`src/rtl/trena_rx_serial_pkg.sv`:
```
// Shared constants for the trena serial receiver: ASCII codes, FSM encodings, bit-time formula.
// Latency: n/a (declarations only).
// Backpressure: n/a.
package trena_rx_serial_pkg;

    localparam logic [6:0] ASCII_0   = 7'h30;
    localparam logic [6:0] ASCII_9   = 7'h39;
    localparam logic [6:0] ASCII_FIM = 7'h23;

    // Character receiver states
    typedef enum logic [2:0] {
        RX_OCIOSO   = 3'd0,
        RX_INICIO   = 3'd1,
        RX_DADOS    = 3'd2,
        RX_PARIDADE = 3'd3,
        RX_PARADA   = 3'd4
    } rx_estado_t;

    // Frame parser states; the value is exported as db_estado
    typedef enum logic [3:0] {
        ESPERA_C   = 4'd0,
        ESPERA_D   = 4'd1,
        ESPERA_U   = 4'd2,
        ESPERA_FIM = 4'd3
    } quadro_estado_t;

    // Clocks per bit time, truncated
    function automatic int ciclos_bit(input int clock_freq, input int baud_rate);
        return clock_freq / baud_rate;
    endfunction

endpackage

```
`src/rtl/rx_serial_7E1.sv`:
```
// UART character receiver, 7 data bits, even parity, 1 stop bit, with 2-FF input synchronizer.
// Latency: char_valido/erro_serial asserted combinationally in the cycle of the stop-bit mid-sample.
// Backpressure: none; the line cannot be stalled, every character is reported once.
module rx_serial_7E1
    import trena_rx_serial_pkg::*;
#(
    parameter int CLOCK_FREQ = 50_000_000,
    parameter int BAUD_RATE  = 115200
) (
    input  logic       clock,
    input  logic       reset,
    input  logic       entrada_serial,
    output logic [6:0] char,
    output logic       char_valido,
    output logic       erro_serial
);

    localparam int CICLOS_BIT = ciclos_bit(CLOCK_FREQ, BAUD_RATE);
    localparam int MEIO_BIT   = CICLOS_BIT / 2;
    localparam int CW         = $clog2(CICLOS_BIT + 1);

    rx_estado_t   estado, prox_estado;
    logic [1:0]   sinc;
    logic         rx;
    logic         rx_ant;
    logic [CW-1:0] cnt;
    logic [2:0]   n_bits;
    logic [6:0]   desloc;
    logic         paridade_rx;
    logic         fim_meio;
    logic         fim_bit;
    logic         paridade_ok;

    assign rx          = sinc[1];
    assign fim_meio    = (cnt == CW'(MEIO_BIT - 1));
    assign fim_bit     = (cnt == CW'(CICLOS_BIT - 1));
    // Even parity: data plus parity bit must have an even number of ones
    assign paridade_ok = ~(^{desloc, paridade_rx});
    assign char        = desloc;

    // Synchronizer and edge-detect history; reset to idle-high so reset release is not a start edge
    always_ff @(posedge clock or negedge reset) begin
        if (!reset) begin
            sinc   <= 2'b11;
            rx_ant <= 1'b1;
        end else begin
            sinc   <= {sinc[0], entrada_serial};
            rx_ant <= sinc[1];
        end
    end

    // Character FSM state register
    always_ff @(posedge clock or negedge reset) begin
        if (!reset) estado <= RX_OCIOSO;
        else        estado <= prox_estado;
    end

    // Character FSM next state and per-character result strobes
    always_comb begin
        prox_estado = estado;
        char_valido = 1'b0;
        erro_serial = 1'b0;
        case (estado)
            RX_OCIOSO:   if (rx_ant && !rx) prox_estado = RX_INICIO;
            // High at mid start bit is a glitch: drop it silently
            RX_INICIO:   if (fim_meio) prox_estado = rx ? RX_OCIOSO : RX_DADOS;
            RX_DADOS:    if (fim_bit && n_bits == 3'd6) prox_estado = RX_PARIDADE;
            RX_PARIDADE: if (fim_bit) prox_estado = RX_PARADA;
            RX_PARADA: begin
                if (fim_bit) begin
                    prox_estado = RX_OCIOSO;
                    if (rx && paridade_ok) char_valido = 1'b1;
                    else                   erro_serial = 1'b1;
                end
            end
            default:     prox_estado = RX_OCIOSO;
        endcase
    end

    // Bit-time counter, bit index, data shift register and parity capture
    always_ff @(posedge clock or negedge reset) begin
        if (!reset) begin
            cnt         <= '0;
            n_bits      <= '0;
            desloc      <= '0;
            paridade_rx <= 1'b0;
        end else begin
            if (estado == RX_OCIOSO || prox_estado != estado || fim_bit) cnt <= '0;
            else                                                       cnt <= cnt + 1'b1;

            if (estado == RX_INICIO) n_bits <= '0;
            else if (estado == RX_DADOS && fim_bit) begin
                n_bits <= n_bits + 1'b1;
                desloc <= {rx, desloc[6:1]};
            end

            if (estado == RX_PARIDADE && fim_bit) paridade_rx <= rx;
        end
    end

endmodule

```
`src/rtl/trena_rx_serial.sv`:
```
// Trena frame receiver: three ASCII digits then '#', presented as 12-bit BCD with a pronto strobe.
// Latency: pronto/medida registered, 1 clock after the stop-bit mid-sample of '#'.
// Backpressure: none; outputs are strobes and a held value, no handshake.
module trena_rx_serial
    import trena_rx_serial_pkg::*;
#(
    parameter int CLOCK_FREQ = 50_000_000,
    parameter int BAUD_RATE  = 115200
) (
    input  logic        clock,
    input  logic        reset,
    input  logic        entrada_serial,
    output logic [11:0] medida,
    output logic        pronto,
    output logic        erro_serial,
    output logic        erro_formato,
    output logic [3:0]  db_estado
);

    logic [6:0]     char;
    logic           char_valido;
    logic           erro_rx;
    logic           eh_digito;
    quadro_estado_t estado, prox_estado;
    logic [11:0]    sombra, sombra_nxt;
    logic [11:0]    medida_nxt;
    logic           pronto_nxt;
    logic           erro_formato_nxt;

    rx_serial_7E1 #(
        .CLOCK_FREQ (CLOCK_FREQ),
        .BAUD_RATE  (BAUD_RATE)
    ) u_rx (
        .clock          (clock),
        .reset          (reset),
        .entrada_serial (entrada_serial),
        .char           (char),
        .char_valido    (char_valido),
        .erro_serial    (erro_rx)
    );

    assign eh_digito = (char >= ASCII_0) && (char <= ASCII_9);
    assign db_estado = estado;

    // Frame FSM next state, shadow digit capture and output strobes
    always_comb begin
        prox_estado      = estado;
        sombra_nxt       = sombra;
        medida_nxt       = medida;
        pronto_nxt       = 1'b0;
        erro_formato_nxt = 1'b0;
        if (erro_rx) begin
            // A corrupted character invalidates whatever frame was in progress
            prox_estado = ESPERA_C;
            sombra_nxt  = '0;
        end else if (char_valido) begin
            case (estado)
                ESPERA_C: begin
                    if (eh_digito) begin
                        sombra_nxt[11:8] = char[3:0];
                        prox_estado      = ESPERA_D;
                    end else if (char != ASCII_FIM) begin
                        // A '#' here is just a resync marker we are already aligned to
                        erro_formato_nxt = 1'b1;
                        sombra_nxt       = '0;
                    end
                end
                ESPERA_D: begin
                    if (eh_digito) begin
                        sombra_nxt[7:4] = char[3:0];
                        prox_estado     = ESPERA_U;
                    end else begin
                        erro_formato_nxt = 1'b1;
                        sombra_nxt       = '0;
                        prox_estado      = ESPERA_C;
                    end
                end
                ESPERA_U: begin
                    if (eh_digito) begin
                        sombra_nxt[3:0] = char[3:0];
                        prox_estado     = ESPERA_FIM;
                    end else begin
                        erro_formato_nxt = 1'b1;
                        sombra_nxt       = '0;
                        prox_estado      = ESPERA_C;
                    end
                end
                ESPERA_FIM: begin
                    if (char == ASCII_FIM) begin
                        medida_nxt = sombra;
                        pronto_nxt = 1'b1;
                    end else begin
                        erro_formato_nxt = 1'b1;
                        sombra_nxt       = '0;
                    end
                    prox_estado = ESPERA_C;
                end
                default: prox_estado = ESPERA_C;
            endcase
        end
    end

    // Frame state, shadow register and registered outputs
    always_ff @(posedge clock or negedge reset) begin
        if (!reset) begin
            estado       <= ESPERA_C;
            sombra       <= '0;
            medida       <= '0;
            pronto       <= 1'b0;
            erro_serial  <= 1'b0;
            erro_formato <= 1'b0;
        end else begin
            estado       <= prox_estado;
            sombra       <= sombra_nxt;
            medida       <= medida_nxt;
            pronto       <= pronto_nxt;
            erro_serial  <= erro_rx;
            erro_formato <= erro_formato_nxt;
        end
    end

endmodule

```
`config.mk`:
```
export PLATFORM = sky130hd
export DESIGN_NAME = trena_rx_serial
export DESIGN_NICKNAME = d
export VERILOG_FILES = /design/src/rtl/trena_rx_serial_pkg.sv /design/src/rtl/rx_serial_7E1.sv /design/src/rtl/trena_rx_serial.sv
export SDC_FILE = /design/constraint.sdc
export NUM_CORES = 1
export LEC_CHECK = 0
export ABC_AREA = 1
export BUFFER_PORTS_ARGS = -buffer_cell sky130_fd_sc_hd__buf_2
export CAP_MARGIN = 10
export CELL_PAD_IN_SITES_DETAIL_PLACEMENT = 0
export CELL_PAD_IN_SITES_GLOBAL_PLACEMENT = 1
export CORE_UTILIZATION = 49
export CTS_CLUSTER_DIAMETER = 100
export DETAILED_ROUTE_END_ITERATION = 7
export PLACE_DENSITY_LB_ADDON = 0.1
export SLEW_MARGIN = 10
export SYNTH_ARGS = -nofsm -noshare
export SYNTH_HDL_FRONTEND = slang
export SYNTH_HIERARCHICAL = 1
export SYNTH_SLANG_ARGS = --single-unit
```
`constraint.sdc`:
```
create_clock -name clock -period 5 [get_ports clock]
set_clock_uncertainty 0.15 [all_clocks]
set_input_delay 1 -clock clock [delete_from_list [all_inputs] [get_ports clock]]
set_output_delay 1 -clock clock [all_outputs]
set_load 0.02 [all_outputs]
```
Yosys cells after proc, flatten, opt, wreduce, memory -nomap -nowiden:

Index checks and enable logic that the tools add are counted.

* $add $sub $neg: 2
* order comparisons: 2
* equal/unequal tests: 20
* mux-type cells: 43
* bitwise logic cells: 3
* reductions and logical operators: 22

Operators with widths (count)
* $mux 12: 4
* $pmux 12 s4: 1
* $mux 4: 6
* $mux 3: 7
* $ne 3x3->1 const B: 6
* $reduce_and 6->1: 3
* $mux 1: 16
* $mux 8: 2
* $pmux 3 s5: 1
* $pmux 4 s3: 1
* $add 9x1->9 const B: 1
* $eq 9x8->1 const B: 1
* $eq 9x9->1 const B: 1
* $mux 9: 1
* $eq 4x2->1 const B: 2
* $reduce_xor 8->1: 1
* $eq 7x6->1 const B: 1
* $ge 7x6->1 const B: 1
* $le 7x6->1 const B: 1
* $ne 7x6->1 const B: 1
* $eq 3x2->1 const B: 2
* $eq 3x3->1 const B: 2
* $logic_and 1x1->1: 6
* $mux 2: 3
* other kinds (16): 21

* flip-flop bits (word level): 57
* input port bits: 3
* output and inout port bits: 19
* word-level logic and storage cells: 107

Logic depth before layout (Yosys ltp):

Gate-level depths: netlist of the first run.

* depth after elaboration: 8
* depth in mapped cells: 19
* depth with buffers taken out: 19

By module:

Netlist of the first run, hierarchy kept.

By module, submodules not included
* trena_rx_serial: instances 1, cells an instance 196, area each 1566.5 um2, sequential area each 725.7 um2
* rx_serial_7E1: instances 1, cells an instance 163, area each 1388.8 um2, sequential area each 654.4 um2

Worst setup path after synthesis of the first run:

No wires, ideal clock.

* path type: register to register
* start point: register u_rx.cnt[1]
* end point: register sombra[6]
* library setup time: 117 ps
* data arrival time: 1869 ps
* required time: 4733 ps
* slack: 2865 ps
* stages on the path, launching flop included: 20
* path buffers: 0
* period minus slack after synthesis: 2135 ps
* cells stage by stage: dfrtp_1 > inv_1 > ha_1 > nand2_1 > nor2_4 > nand2_4 > inv_1 > nand2_1 > inv_1 > nand2_1 > inv_1 > nor2_1 > nand3_1 > nand2_1 > clkinv_1 > nand2_4 > nor2_8 > nand2_4 > nand2_1 > nand2_1

* word-level cells in the longest chain between the ends: 5
* elaborated cells on any way between the ends: 13
* classes of those cells: eq/ne: 5; mux: 5; reduce/logical: 3

Ends and longest elaborated chain
* start: declaration: RTL line rx_serial_7E1.sv:26 `logic [CW-1:0] cnt;`
* start signal: assignment: RTL line rx_serial_7E1.sv:89 `else cnt <= cnt + 1'b1;`
* $eq 9x9->1 (*): RTL line rx_serial_7E1.sv:36 `assign fim_bit = (cnt == CW'(CICLOS_BIT - 1));`
* $mux 1 (*): RTL line rx_serial_7E1.sv:70 `if (fim_bit) begin`
* $mux 1 (*): RTL line rx_serial_7E1.sv:63 `case (estado)`
* named net erro_rx: RTL line trena_rx_serial.sv:22 `logic erro_rx;`
* $ne 3x3->1 (no source line) (tied with other cells)
* $reduce_and 6->1 (no source line)
* end signal: assignment: RTL line trena_rx_serial.sv:114 `sombra <= sombra_nxt;`
* end: declaration: RTL line trena_rx_serial.sv:25 `logic [11:0] sombra, sombra_nxt;`

Mark *: on every way through the listed nets, which the timed path passes. The rest lies on a longest branch.
A chain may end at the register's enable or synchronous reset.

Worst setup path in the final report of the first run:

* start point: register u_rx.desloc[2], in the netlist u_rx/char[2]
* end point: register medida[5]

* word-level cells in the longest chain between the ends: 8
* elaborated cells on any way between the ends: 12
* classes of those cells: eq/ne: 1; mux: 6; bitwise: 2; reduce/logical: 3

Ends and longest elaborated chain
* start: declaration: RTL line rx_serial_7E1.sv:28 `logic [6:0] desloc;`
* start signal: assignment: RTL line rx_serial_7E1.sv:94 `desloc <= {rx, desloc[6:1]};`
* $reduce_xor 8->1: RTL line rx_serial_7E1.sv:38 `assign paridade_ok = ~(^{desloc, paridade_rx});`
* $not 1->1: RTL line rx_serial_7E1.sv:38
* $logic_and 1x1->1: RTL line rx_serial_7E1.sv:72 `if (rx && paridade_ok) char_valido = 1'b1;`
* $mux 1: RTL line rx_serial_7E1.sv:72
* $mux 1: RTL line rx_serial_7E1.sv:70
* $mux 1: RTL line rx_serial_7E1.sv:63
* named net erro_rx: RTL line trena_rx_serial.sv:22
* $not 1->1 (no source line)
* $reduce_and 4->1 (no source line)
* end signal: assignment: RTL line trena_rx_serial.sv:115 `medida <= medida_nxt;`
* end: declaration: RTL line trena_rx_serial.sv:13 `output logic [11:0] medida,`

The timed path passes the listed nets, and every way through them passes these cells.

==> flow_summary.yaml, run 1 <==
routing:
  drt_iter0_markers: 102
  top_layer: "met4"
  dr_wl_met2_um: 2420
  vias: 2208
  routed-wl-met3_um: 120
  routed_wl_um: 5320
  drc: 0
  drtAntennaViolNets: 0
  first_pass_iters: 6
  via_per_inst: 4.85
  wl_met1_um: 2740
  wl_per_cell_um: 11.7
place:
  dp_cells: 447
  gp_congestion: 0.840
  dpl.hpwl_um: 3990
  port_buffers: 19
  place_ws_ns: 2.43
timing:
  max_freq_ghz: 0.384
  slew_viol_final: 0
  slew_headroom_pct: 54.3
  worst_slack_ns: 2.39
  finalCritPeriodShare_pct: 52.1
  rsz0062_at_grt: "no"
  min_period_ns: 2.61
  setup_viol: 0
  hold_slack_ns: 0.215
  setup-tns-final_ns: 0
  worst_pin_slew_ns: 0.686
  hold_viol: 0
logic_synthesis:
  syn_area_per_cell_um2: 8.23
  synth_area_mm2: 0.00296
  ys_seq_area_share_pct: 46.7
  synth_area_leaders: "dfrtp_1 44%, nand2_1 15%, nor2_1 5.7%"
  yosysWarnings: 6
  yosysTopAreaCellShare_pct: 44.0
  synth.distinct_cells: 35
  synth_top_area_cell: "dfrtp_1"
  syn-instance-count: 359
  synth-seq-cells: 55
final_layout:
  fin_nets: 394
  drive_gt1_share_pct: 17.8
  instances_no_fill: 455
  antenna_cells: 0
  syn2layout_area_growth_pct: 8.81
  final_core_util_pct: 56.7
flow_run:
  maxCapViolations: 0
clocking:
  postCtsResizedCells: 0
  cts-buffers-inserted: 5
  clock-root-buffer: "clkbuf_8"
  cts.clk_slew.worst_paths_ns: 0.10
  cts_setup_buffers: 0
  ctsHoldBuffers: 0
  clk_latency_ns: 0.30
  cts_buffer_depth: 2
  cts_tree: "yes"
  htree_levels: 2
  cts.sinks: 55
power_and_ir_drop:
  p_switching_w: 0.000209
  power.density_mw_per_mm2: 264
  internal-power_w: 0.000641
  p_comb_share_pct: 9.4
  pwr-share-seq_pct: 56.5
  sw_frac_of_total_pct: 24.6
  peakVddDrop_v: 0.000136
  p_leak_nw: 1.70
  clkPwrFrac_pct: 34.1
setup_path:
  arrival_ns: 2.70
  cp-end-kind: "flop"
  critical_path_class: "reg -> reg"
  crit_path_max_fanout: 13
  r2r_slack_ns: 2.39
  cp.required_ns: 5.10
  startpoint_type: "flop"
die:
  ioPinCount: 22
  core_region_area_mm2: 0.00568
  start_util_pct: 52.1
  die_area_mm2: 0.00635
  rows: 27
  fp.dieH_um: 79.7
  die_w_um: 79.7
global_routing:
  grt_pass1_wl_um: 9450
  grt_start_max_net_pins: 56
  grt_pass1_vias: 2113
  grt-ovfl-total: 0
  antenna_found_initial: 0
  grt_use_total_pct: 19.2
status:
  status: "finished, final reports clean"
min_path:
  hp-class: "reg -> reg"
## metrics by stage
step | cell area, µm² | total power (W)
2_1_floorplan | 2960 | 0.000545
3_3_place_gp | 3110 | 0.000568
3_5_place_dp | 3110 | 0.000571
4_1_cts | 3220 | 0.000865
5_1_grt | 3220 | 0.000897
6_report | 3220 | 0.000849
## layer usage
layer | track usage, % | vias to the layer above
met1 | 26.1 | 1017
met3 | 3.43 | 5
met2 | 31.4 | 22
met4 | 4.91 | 0
met5 | 0 | -
li1 | - | 1164
## final timing paths
path / startpoint / endpoint / cells after the start
setup / recovery: u_rx/char[2] / medida[5] / 12
hold / removal: u_rx/sinc[0] / u_rx/sinc[1] / 0
setup reg to reg: u_rx/char[2] / medida[5] / 12
hold reg to reg: u_rx/sinc[0] / u_rx/sinc[1] / 0
max in group asynchronous: reset / medida[2] / 2
min in group asynchronous: reset / u_rx/cnt[4] / 2
## Yosys cell counts
library cell,instances
conb_1,1
o21ai_4,1
nand2_2,8
buf_4,2
dfstp_2,3
clkinv_1,2
o21bai_1,1
inv_1,28
nor3_1,4
inv_2,6
nand3_2,3
and2_1,2
nand4_1,7
o21ai_2,4
ha_1,9
buf_2,1
a21oi_1,3
nand2_4,5
o21ai_0,3
xor2_1,3
nor2_8,2
nor2_1,45
dfrtp_1,52
nor3_2,2
or2_1,1
nand2_1,116
nor2_4,4
buf_6,2
and3_1,1
nand3_1,24
nor2_2,3
xnor2_1,8
o211ai_1,1
a31oi_1,1
a21oi_2,1
## area by class of cell
cell class,count,area [µm²]
Timing Repair Buffer,20,103
Clock buffer,7,76.3
Fill cell,534,2460
Inverter,36,135
Sequential cell,55,1380
Multi-Input combinational cell,264,1400
Clock inverter,1,30.0
Tap cell,72,90.1
## state kept, by name, summed over array words and instances (netlist names)
name / count
u_rx/n_bits: 3
u_rx/char: 7
erro_formato: 1
db_estado: 2
sombra: 12
u_rx/estado: 3
u_rx/sinc: 2
u_rx/rx_ant: 1
u_rx/paridade_rx: 1
medida: 12
u_rx/cnt: 9
erro_serial: 1
pronto: 1
## power groups by stage
stage                     clock network, W  logic (W)  registers (W)
after floorplan                          0  0.0000605       0.000484
after global placement                   0  0.0000803       0.000488
after detailed placement                 0  0.0000826       0.000488
after CTS                         0.000302  0.0000827       0.000480
after global routing              0.000318  0.0000976       0.000482
final                             0.000289  0.0000799       0.000480
## worst max-delay path, stage by stage (launching register included)
cell and delay, ns:
dfrtp_1 0.49, xnor2_1 0.31, and2_1 0.17, nor2_1 0.05
nand2_1 0.06, nand3_1 0.09, nand2_1 0.07, inv_1 0.13
nor2_1 0.21, nand3_2 0.28, inv_1 0.36, nand2_1 0.11
nand2_1 0.07
## kinds of logic (layout without fill, tap and decap cells)
logic type / after synthesis / after routing / share of synthesized area [%]
simple gates: 227 / 227 / 36.3
compound gates: 15 / 15 / 3.77
buf+inv: 41 / 64 / 6.01
fa+ha+maj: 9 / 9 / 3.81
xor+xnor: 11 / 11 / 3.26
other cells: 1 / 2 / 0.127
flops: 55 / 55 / 46.7
## cell usage in the layout (no fill, tap or decap), types with 5 or more instances in the layout
cell type  synthesis  routed
nor2_1            45      45
nand2_4            5       5
xnor2_1            8       8
clkbuf_8           0       5
nand4_1            7       7
inv_2              6       6
nand3_1           24      24
dfrtp_1           52      52
inv_1             28      28
ha_1               9       9
nand2_1          116     116
nand2_2            8       8
buf_2              1      19
No activity file was read; power rests on OpenSTA's default activity.
==> run 2, diff against run 1 <==
--- a/config.mk
+++ b/config.mk
@@ -10,7 +10,7 @@
 export CAP_MARGIN = 10
 export CELL_PAD_IN_SITES_DETAIL_PLACEMENT = 0
 export CELL_PAD_IN_SITES_GLOBAL_PLACEMENT = 1
-export CORE_UTILIZATION = 49
+export CORE_UTILIZATION = 45
 export CTS_CLUSTER_DIAMETER = 100
 export DETAILED_ROUTE_END_ITERATION = 7
 export PLACE_DENSITY_LB_ADDON = 0.1
==> constraint.sdc (replaced) <==
create_clock -name clock -period 2.5 [get_ports clock]
set_clock_uncertainty 0.15 [all_clocks]
set_input_delay 0.5 -clock clock [delete_from_list [all_inputs] [get_ports clock]]
set_output_delay 0.5 -clock clock [all_outputs]
set_load 0.02 [all_outputs]
==> flow_summary.yaml, run 2 (same netlist as run 1, synthesis figures left out) <==
routing:
  vias: 2255
  first_pass_iters: 4
  drc: 0
  routed_wl_um: 5680
  via_per_inst: 4.77
  wl_per_cell_um: 12.0
  drtAntennaViolNets: 0
  drt_iter0_markers: 97
place:
  dpl.hpwl_um: 4180
  gp_congestion: 0.882
  dp_cells: 459
  port_buffers: 19
setup_path:
  critPathTopFamily: "simple AND/OR/NAND/NOR gates"
  critPathSlowestCell: "dfrtp_1"
  critical_path_class: "reg -> reg"
  cpMostUsedCell: "nand2_1"
  crit_path_max_fanout: 8
  cp-end-kind: "flop"
  startpoint_type: "flop"
  path_buf_inv: 5
  crit_chain: "inv_2 -> ha_1 -> nand2_1 -> nor2_4 -> nand2_4 -> inv_1 -> nand2_1 -> inv_1 -> nand2_1 -> inv_2 -> nor2_1 -> nand3_1 -> nand2_1 -> clkinv_1 -> nand2_4 -> nor2_8 -> nand2_4 -> nand2_1 -> nand2_1"
  cp.required_ns: 2.56
  worst_path_largest_cell_delay_ns: 0.41
  arrival_ns: 2.32
clocking:
  htree_levels: 2
  clk_latency_ns: 0.31
  cts.sinks: 55
  clock-root-buffer: "clkbuf_8"
  cts.clk_slew.worst_paths_ns: 0.10
  ctsHoldBuffers: 0
  cts_tree: "yes"
  cts_buffer_depth: 2
  cts-buffers-inserted: 5
timing:
  hold_slack_ns: 0.00173
  slew_viol_final: 0
  finalCritPeriodShare_pct: 90.2
  slew_headroom_pct: 65.8
  setup-tns-final_ns: 0
  hold_viol: 0
  min_period_ns: 2.26
  max_freq_ghz: 0.443
  setup_viol: 0
  worst_pin_slew_ns: 0.512
power_and_ir_drop:
  peakVddDrop_v: 0.000259
  sw_frac_of_total_pct: 26.4
  power_w: 0.00161
  internal-power_w: 0.00119
  pwr-share-seq_pct: 59.5
  clkPwrFrac_pct: 30.0
  power.density_mw_per_mm2: 483
  p_switching_w: 0.000425
  p_leak_nw: 1.74
  p_comb_share_pct: 10.6
final_layout:
  final_common_cell: "nand2_1"
  seq_area_mm2: 0.00138
  multiInputGateArea_mm2: 0.00144
  reg_top3: "medida (12), sombra (12), u_rx/cnt (9)"
  antenna_cells: 0
  syn2layout_area_growth_pct: 13.0
  drive_gt1_share_pct: 22.2
  fin_nets: 407
  instances_no_fill: 473
  layout_common_cells: "116 x nand2_1, 52 x dfrtp_1, 45 x nor2_1"
  final_core_util_pct: 52.6
  n_fill_cell: 650
global_routing:
  antenna_found_initial: 0
  grt_use_total_pct: 17.5
  grt_pass1_wl_um: 9850
  grt_pass1_vias: 2086
  grt-ovfl-total: 0
  grt_start_max_net_pins: 35
die:
  fp.dieH_um: 83.0
  start_util_pct: 46.5
  die_w_um: 83.0
  ioPinCount: 22
  rows: 29
  core_region_area_mm2: 0.00635
  die_area_mm2: 0.00690
flow_run:
  maxCapViolations: 0
status:
  status: "finished, final reports clean"
min_path:
  hp-class: "in -> async"
-- run 2: cell types whose count changed in the layout (fill, tap and decap cells not counted), sizes merged --
cell / change
nor2: +1
clkinvlp: +2
bufinv: -1
buf: +12
inv: -1
clkbuf: -1
clkinv: +1
-- run 2: per-stage QoR --
stage | setup slack (ns) | area (µm²)
global route | -0.00424 | 3340
detailed placement | 0.132 | 3180
global placement | 0.167 | 3180
finish | 0.245 | 3340
floorplan | 0.365 | 2960
CTS | 0.118 | 3270
-- run 2: what timing repair did --
item | 4_1_cts | 5_1_grt
setup buffers | 0 | 5
setup endpoints to repair | 0 | 26
resized for setup | 0 | 6
-- run 2: area by class of cell --
class,instances,share of cell area (%)
multi-input combinational,265,43.0
sequential,55,41.3
timing repair buffer,32,6.14
inverter,36,4.16
tap,77,2.88
clock buffer,6,2.17
clock inverter,2,0.375
-- run 2: worst paths after layout --
check | from | endpoint | slack (ns) | cells past startpoint
worst max-delay path | u_rx/cnt[1] | sombra[8] | 0.24 | 19
worst min-delay path | reset | u_rx/cnt[3] | 0.002 | 1
worst max register to register | u_rx/cnt[1] | sombra[8] | 0.24 | 19
worst min register to register | u_rx/sinc[0] | u_rx/sinc[1] | 0.21 | 0
max in group asynchronous | reset | erro_serial | 1.64 | 2
min in group clock | entrada_serial | u_rx/sinc[0] | 0.14 | 1
-- run 2: layer usage --
| layer | up-vias | share of wire, % | GRT usage [%] |
|---|---|---|---|
| li1 | 1188 | - | - |
| met1 | 1034 | 51 | 24.2 |
| met2 | 25 | 45 | 27.6 |
| met3 | 8 | 2.3 | 3.58 |
| met4 | 0 | 1.5 | 5.64 |
| met5 | - | 0 | 0 |
-- run 2: power by group through the flow --
| stage | Combinational [W] | Sequential, W | Clock, W |
|---|---|---|---|
| floorplan | 0.000121 | 0.000969 | 0 |
| global placement | 0.000163 | 0.000975 | 0 |
| detailed placement | 0.000165 | 0.000977 | 0 |
| CTS | 0.000165 | 0.000959 | 0.000504 |
| global route | 0.000207 | 0.000966 | 0.000538 |
| finish | 0.000171 | 0.000959 | 0.000483 |
